<file path="src/rtl/deserializer.sv">
// Byte-stream deserializer: HEADER, NUM_CHANNELS data bytes, FOOTER -> one parallel frame.
// Latency: frame_data/frame_valid update on the edge that samples the footer byte.
// Backpressure: one-deep output slot; a good frame arriving while the slot is held is dropped (overflow).
module deserializer #(
   parameter logic [7:0] HEADER       = 8'hAA,
   parameter logic [7:0] FOOTER       = 8'hFF,
   parameter int         NUM_CHANNELS = 16
) (
   input  logic                      clk,
   input  logic                      rst,
   input  logic [7:0]                din,
   input  logic                      din_valid,
   output logic [8*NUM_CHANNELS-1:0] frame_data,
   output logic                      frame_valid,
   input  logic                      frame_ready,
   output logic                      frame_err,
   output logic                      overflow,
   output logic [15:0]               frame_count,
   output logic [15:0]               err_count
);

   localparam int               IDX_W    = (NUM_CHANNELS > 1) ? $clog2(NUM_CHANNELS) : 1;
   localparam logic [IDX_W-1:0] LAST_IDX = IDX_W'(NUM_CHANNELS - 1);

   typedef enum logic [1:0] {S_HUNT, S_DATA, S_CHECK} state_t;

   state_t                       r_state;
   state_t                       w_state_nxt;
   logic [IDX_W-1:0]             r_idx;
   logic [IDX_W-1:0]             w_idx_nxt;
   logic [NUM_CHANNELS-1:0][7:0] r_cap;
   logic                         w_cap_we;
   logic                         w_good;
   logic                         w_bad;
   logic                         w_commit;
   logic                         w_drop;

   logic [NUM_CHANNELS-1:0][7:0] r_data;
   logic                         r_valid;
   logic                         r_err;
   logic                         r_ovf;
   logic [15:0]                  r_fcnt;
   logic [15:0]                  r_ecnt;

   // State and channel index register; everything advances only on valid bytes.
   always_ff @(posedge clk or posedge rst) begin
      if (rst) begin
         r_state <= S_HUNT;
         r_idx   <= '0;
      end else begin
         r_state <= w_state_nxt;
         r_idx   <= w_idx_nxt;
      end
   end

   // Next-state decode: hunt for header, collect payload, then judge the footer byte.
   always_comb begin
      w_state_nxt = r_state;
      w_idx_nxt   = r_idx;
      w_cap_we    = 1'b0;
      w_good      = 1'b0;
      w_bad       = 1'b0;
      if (din_valid) begin
         case (r_state)
            S_HUNT: begin
               if (din == HEADER) begin
                  w_idx_nxt   = '0;
                  w_state_nxt = S_DATA;
               end
            end
            S_DATA: begin
               // Marker values inside the payload are plain data; no resync here.
               w_cap_we = 1'b1;
               if (r_idx == LAST_IDX) begin
                  w_state_nxt = S_CHECK;
               end else begin
                  w_idx_nxt = r_idx + 1'b1;
               end
            end
            S_CHECK: begin
               w_state_nxt = S_HUNT;
               if (din == FOOTER) begin
                  w_good = 1'b1;
               end else begin
                  w_bad = 1'b1;
               end
            end
            default: begin
               w_state_nxt = S_HUNT;
            end
         endcase
      end
   end

   // A good frame lands only if the slot is free or being emptied this very cycle.
   assign w_commit = w_good & (~r_valid | frame_ready);
   assign w_drop   = w_good & r_valid & ~frame_ready;

   // Capture buffer is private to reception so frame_data never sees partial frames.
   always_ff @(posedge clk) begin
      if (w_cap_we) begin
         r_cap[r_idx] <= din;
      end
   end

   // Output slot, event pulses and statistics counters.
   always_ff @(posedge clk or posedge rst) begin
      if (rst) begin
         r_data  <= '0;
         r_valid <= 1'b0;
         r_err   <= 1'b0;
         r_ovf   <= 1'b0;
         r_fcnt  <= '0;
         r_ecnt  <= '0;
      end else begin
         r_err <= w_bad;
         r_ovf <= w_drop;
         if (w_commit) begin
            r_data  <= r_cap;
            r_valid <= 1'b1;
            r_fcnt  <= r_fcnt + 16'd1;
         end else if (r_valid && frame_ready) begin
            r_valid <= 1'b0;
         end
         if ((w_bad || w_drop) && (r_ecnt != 16'hFFFF)) begin
            r_ecnt <= r_ecnt + 16'd1;
         end
      end
   end

   assign frame_data  = r_data;
   assign frame_valid = r_valid;
   assign frame_err   = r_err;
   assign overflow    = r_ovf;
   assign frame_count = r_fcnt;
   assign err_count   = r_ecnt;

endmodule
</file>
<file path="config.mk">
export PLATFORM = sky130hd
export DESIGN_NAME = deserializer
export DESIGN_NICKNAME = d
export VERILOG_FILES = /design/src/rtl/deserializer.sv
export SDC_FILE = /design/constraint.sdc
export NUM_CORES = 1
export LEC_CHECK = 0
export CAP_MARGIN = 10
export CORE_MARGIN = 4
export CORE_UTILIZATION = 50
export CTS_CLUSTER_SIZE = 14
export DETAILED_ROUTE_END_ITERATION = 7
export GPL_ROUTABILITY_DRIVEN = 0
export PLACE_DENSITY_LB_ADDON = 0.3
export SETUP_SLACK_MARGIN = 0.3
export SLEW_MARGIN = 20
export SYNTH_ARGS = -nofsm -noshare
export SYNTH_HDL_FRONTEND = slang
export SYNTH_SLANG_ARGS = --single-unit
</file>
<file path="constraint.sdc">
create_clock -name clk -period 19.4 [get_ports clk]
set_clock_uncertainty 0.2 [all_clocks]
set_input_delay 5.82 -clock clk [delete_from_list [all_inputs] [get_ports clk]]
set_output_delay 5.82 -clock clk [all_outputs]
set_load 0.01 [all_outputs]
</file>
Word level (Yosys, flattened, before mapping)
Cells that the tools add are included.
W data, S select, Z words.
- output and inout bits: 163
- flip-flop bits (word level): 297
- muxes and demuxes: 19
- bitwise gates (word level): 6
- eq/ne operators: 9
- reduce and logical (&&, ||, !) cells: 9
- $lt $le $gt $ge: 2
- add/subtract/negate cells: 3
- operators by type and width (operator ; number):
    $bwmux W128 ; 1
    $add A16 B1 Y16 const B ; 2
    $demux W8 S4 ; 1
    $eq A8 B8 Y1 const B ; 2
    $ne A16 B16 Y1 const B ; 1
    $mux W1 ; 10
    $mux W4 ; 2
    $mux W8 ; 1
    $pmux W4 S2 ; 1
    $ne A2 B2 Y1 const B ; 3
    $lt A4 B5 Y1 const B ; 1
    $add A4 B1 Y4 const B ; 1
    $eq A4 B4 Y1 const B ; 1
    $ge A4 B1 Y1 const B ; 1
    $mux W2 ; 2
    $pmux W2 S2 ; 1
    $reduce_and A4 Y1 ; 1
    $reduce_bool A2 Y1 ; 2
    $and A1 B1 Y1 ; 3
    $logic_and A1 B1 Y1 ; 3
    $reduce_and A3 Y1 ; 1
    $eq A2 B1 Y1 const B ; 1
    $eq A2 B2 Y1 const B ; 1
    $logic_not A2 Y1 ; 1
    3 further kinds ; 4

Depth between registers and ports, before layout
- word-level depth: 8
- depth in mapped cells: 7
- gate-level depth less buffers: 5

Least setup slack after synthesis
OpenSTA, ideal clock, no wires.
- path kind: input -> register
- from: input din_valid
- to: register r_cap[24] in the netlist's numbering (enable)
- stages: 4
- library setup time: 0.383 ns
- path buffers: 0
- arrival time: 6.886 ns
- slack: 11.931 ns
- cell sequence: and2b_1 -> and2_1 -> nand2_1 -> nor3_1
- cells in the longest elaborated chain, start to end: 1
- RTL lines (element ; line ; source):
    from (decl) ; 12 ; input logic din_valid,
    $mux W1 ; 63 ; if (din_valid) begin
    to (signal, indexed assignment) ; 102 ; r_cap[r_idx] <= din;
    to (decl) ; 31 ; logic [NUM_CHANNELS-1:0][7:0] r_cap;
No other way between the ends.
A chain may end at the register's enable or synchronous reset.

Final worst setup path
- from: input din[3]
- to: register r_data (netlist bit frame_data[32])
- cells in the longest elaborated chain, start to end: 5
- RTL lines (element ; line ; source):
    from (decl) ; 11 ; input logic [7:0] din,
    $eq A8 B8 Y1 ; 82 ; if (din == FOOTER) begin
    $mux W1 ; 82 ;
    $mux W1 ; 64 ; case (r_state)
    $mux W1 ; 63 ;
    $and A1 B1 Y1 ; 96 ; assign w_commit = w_good & (~r_valid | frame_ready);
    to (signal assigned) ; 119 ; r_data <= r_cap;
    to (decl) ; 38 ; logic [NUM_CHANNELS-1:0][7:0] r_data;
No other way between the ends.

==> impl_metrics.ini <==
[power]
finalPower_w = 0.00126
p_sw_frac = 0.200
comb_power_share = 0.028
p_clk_frac = 0.439
power_density_nw_per_um2 = 91.0
p_sw_w = 0.000252
power_frac_seq = 0.533
power_leakage_nw = 5.78
peakVddDrop_mv = 0.0719
internal-power_w = 0.00101

[sta]
final_hold_viol_count = 0
final_max_slew_viol_count = 0
slew_headroom = 0.289
setup_viol = 0
timing.fmax_ghz = 0.119
rsz0062_at_grt = false
setup_slack_ns = 11.02
finalCritPeriodShare = 0.432
tightest_slew_ns = 1.07
tns_ns = 0
fin_crit_ns = 8.38

[layout]
syn_to_final_growth_pct = 27.4
seqCellArea_um2 = 8070
diodes = 0
multi_input_area_um2 = 2600
final_layout_size_suffix_gt1_frac = 0.239
nNetsFinal = 831
fin_area_um2 = 13900
fill_cells = 1500

[clocking]
cts_root_buf = clkbuf_16
cts.repair.resized = 0
post_cts_buffers = 0
h-tree-depth = 1
numCtsBuffers = 29
clock_latency_ns = 0.52
cts_hold_buf = 0
cts.sinks = 297
clkTransAtPathRegs_ns = 0.06
clock_path_buffers = 3
cts_tree = done

[global_routing]
antenna_found_initial = 0
grt_pass1_vias = 6262
grt_use_total = 0.185
grt_pass1_wl_mm = 35.5
grt_overflow_total = 0
grt_max_degree = 114

[critical_path]
required_ns = 19.60
critical_path_class = in -> reg
critPathMaxFanout = 82
crit_path_end_kind = register
critPathLaunchType = primary input
r2r_cells = 4
worst_ep_arrival_time_ns = 8.58

[floorplanning]
core_um2 = 21200
die_w_um = 155
placement_rows = 53
start_util = 0.512
die_area_um2 = 24200
io_pins = 175
die_y_um = 155

[hold_path]
hold_path.class = reg -> reg
whs_path_depth = 1

[drt]
initialDrtViolationCount = 253
antenna_left = 0
routedWlPerCell_um = 20.3
via_per_inst = 5.35
first_pass_iters = 4
drc_errors = 0
vias = 5942
routed_wl_mm = 22.6

[yosys]
synth_seq_cells = 297
synthArstFlopShare = 0.569
avgSynthCellArea_um2 = 17.6
ys_types = 52
netlist_instances = 617
ys_seq_area_frac = 0.742
ys.flop_type = dfrtp_1
syn-num-nets = 635
syn_area_um2 = 10900
ys_warn_count = 0
synth_edf_count = 128

[placement]
place_area_um2 = 12900
pre_cts_ws_ns = 10.52
io_buffers = 174
place_hpwl_mm = 14.5

[outcome]
status = finished clean

[flow_run]
drv_cap = 0
worst paths after layout:
kind | start | to | slack, ns
worst max register to register | r_state[0]$_DFFE_PP0P_ | frame_data[32]$_DFFE_PP0P_ | 16.73
max in group asynchronous | rst | frame_data[62]$_DFFE_PP0P_ | 12.16
worst min-delay path | r_cap[54]$_DFFE_PP_ | frame_data[54]$_DFFE_PP0P_ | 0.27
worst min register to register | r_cap[54]$_DFFE_PP_ | frame_data[54]$_DFFE_PP0P_ | 0.27
min in group asynchronous | rst | frame_data[122]$_DFFE_PP0P_ | 5.63
worst max-delay path | din[3] | frame_data[32]$_DFFE_PP0P_ | 11.02
cell type report:
cell class	instances	area share
inverters	7	0.00244
repair buffers	187	0.133
clock buffers	42	0.0595
flip-flops and latches	297	0.583
well taps	275	0.0248
clock inverters	12	0.0100
multi-input cells	291	0.188
synth_stat cells, drive strengths merged (6+ instances only):
master / count / share of area
edfxtp: 128 / 0.35
nor3: 10 / 0.0051
nand3: 11 / 0.0051
xor2: 9 / 0.0072
inv: 7 / 0.0024
buf: 19 / 0.017
nand4: 14 / 0.0094
and4: 6 / 0.0051
ha: 6 / 0.0069
dfrtp: 169 / 0.39
nand2: 20 / 0.0069
mux2: 133 / 0.14
xnor2: 16 / 0.013
nor2: 20 / 0.0069
logic make-up after synthesis:
kind of cell | after synthesis | synth area share
compound gates | 20 | 0.0144
xor+xnor | 25 | 0.0201
fa+ha+maj | 6 | 0.00690
buf+inv | 29 | 0.0203
flops | 297 | 0.742
mux | 135 | 0.140
simple gates | 105 | 0.0560
registers in the layout, indices dropped and copies added, names as in the netlist:
signal / cells
frame_valid: 1
overflow: 1
frame_data: 128
r_idx: 4
frame_err: 1
r_state: 2
r_cap: 128
frame_count: 16
err_count: 16
worst max-delay path, stage by stage:
cell and delay (ns):
clkdlybuf4s50_1 0.47, buf_4 0.28, nand4_1 0.34, nor4_4 0.32, buf_4 0.83, mux2_2 0.42
power groups by stage:
stage | Combinational (W) | Sequential [W] | Clock [W]
floorplan | 0.0000237 | 0.000678 | 0
global placement | 0.0000342 | 0.000682 | 0
detailed placement | 0.0000359 | 0.000683 | 0
CTS | 0.0000361 | 0.000671 | 0.000567
global route | 0.0000405 | 0.000672 | 0.000593
finish | 0.0000352 | 0.000671 | 0.000554
cell usage in the layout (no fill, tap or decap), drive strengths merged, types with 2 or more instances in the layout:
cell type      count
buf               13
inv                9
and3b              2
nand2             20
o311ai             2
a21oi              3
nand3b             2
nand4b             2
a2111oi            4
nor3              10
and3               3
mux2             133
and2b              2
clkinv             7
mux2i              2
xor2               9
clkbuf            42
dfrtp            169
edfxtp           128
nand3             11
and2               2
nor4               4
nand4             14
o21ai              3
and4               6
clkdlybuf4s50    174
bufinv             3
nand2b             4
ha                 6
nor2              20
xnor2             16
metal layers:
layer	vias to the layer above	share of wire	routed length (µm)	track usage
met1	3064	0.44	9860	0.260
met2	192	0.49	11100	0.310
met4	0	0.0096	218	0.0271
met5	-	0	0	0
li1	2665	-	-	-
met3	21	0.064	1440	0.0376
per-stage QoR:
step,std cells,utilization,hold WS [ns]
2_1_floorplan,617,-,0.254
3_3_place_gp,1057,0.607,0.256
3_5_place_dp,1057,0.607,0.262
4_1_cts,1111,0.652,0.277
5_1_grt,1111,0.653,0.277
6_report,1111,0.653,0.272
Power figures use the tool's default switching activity.
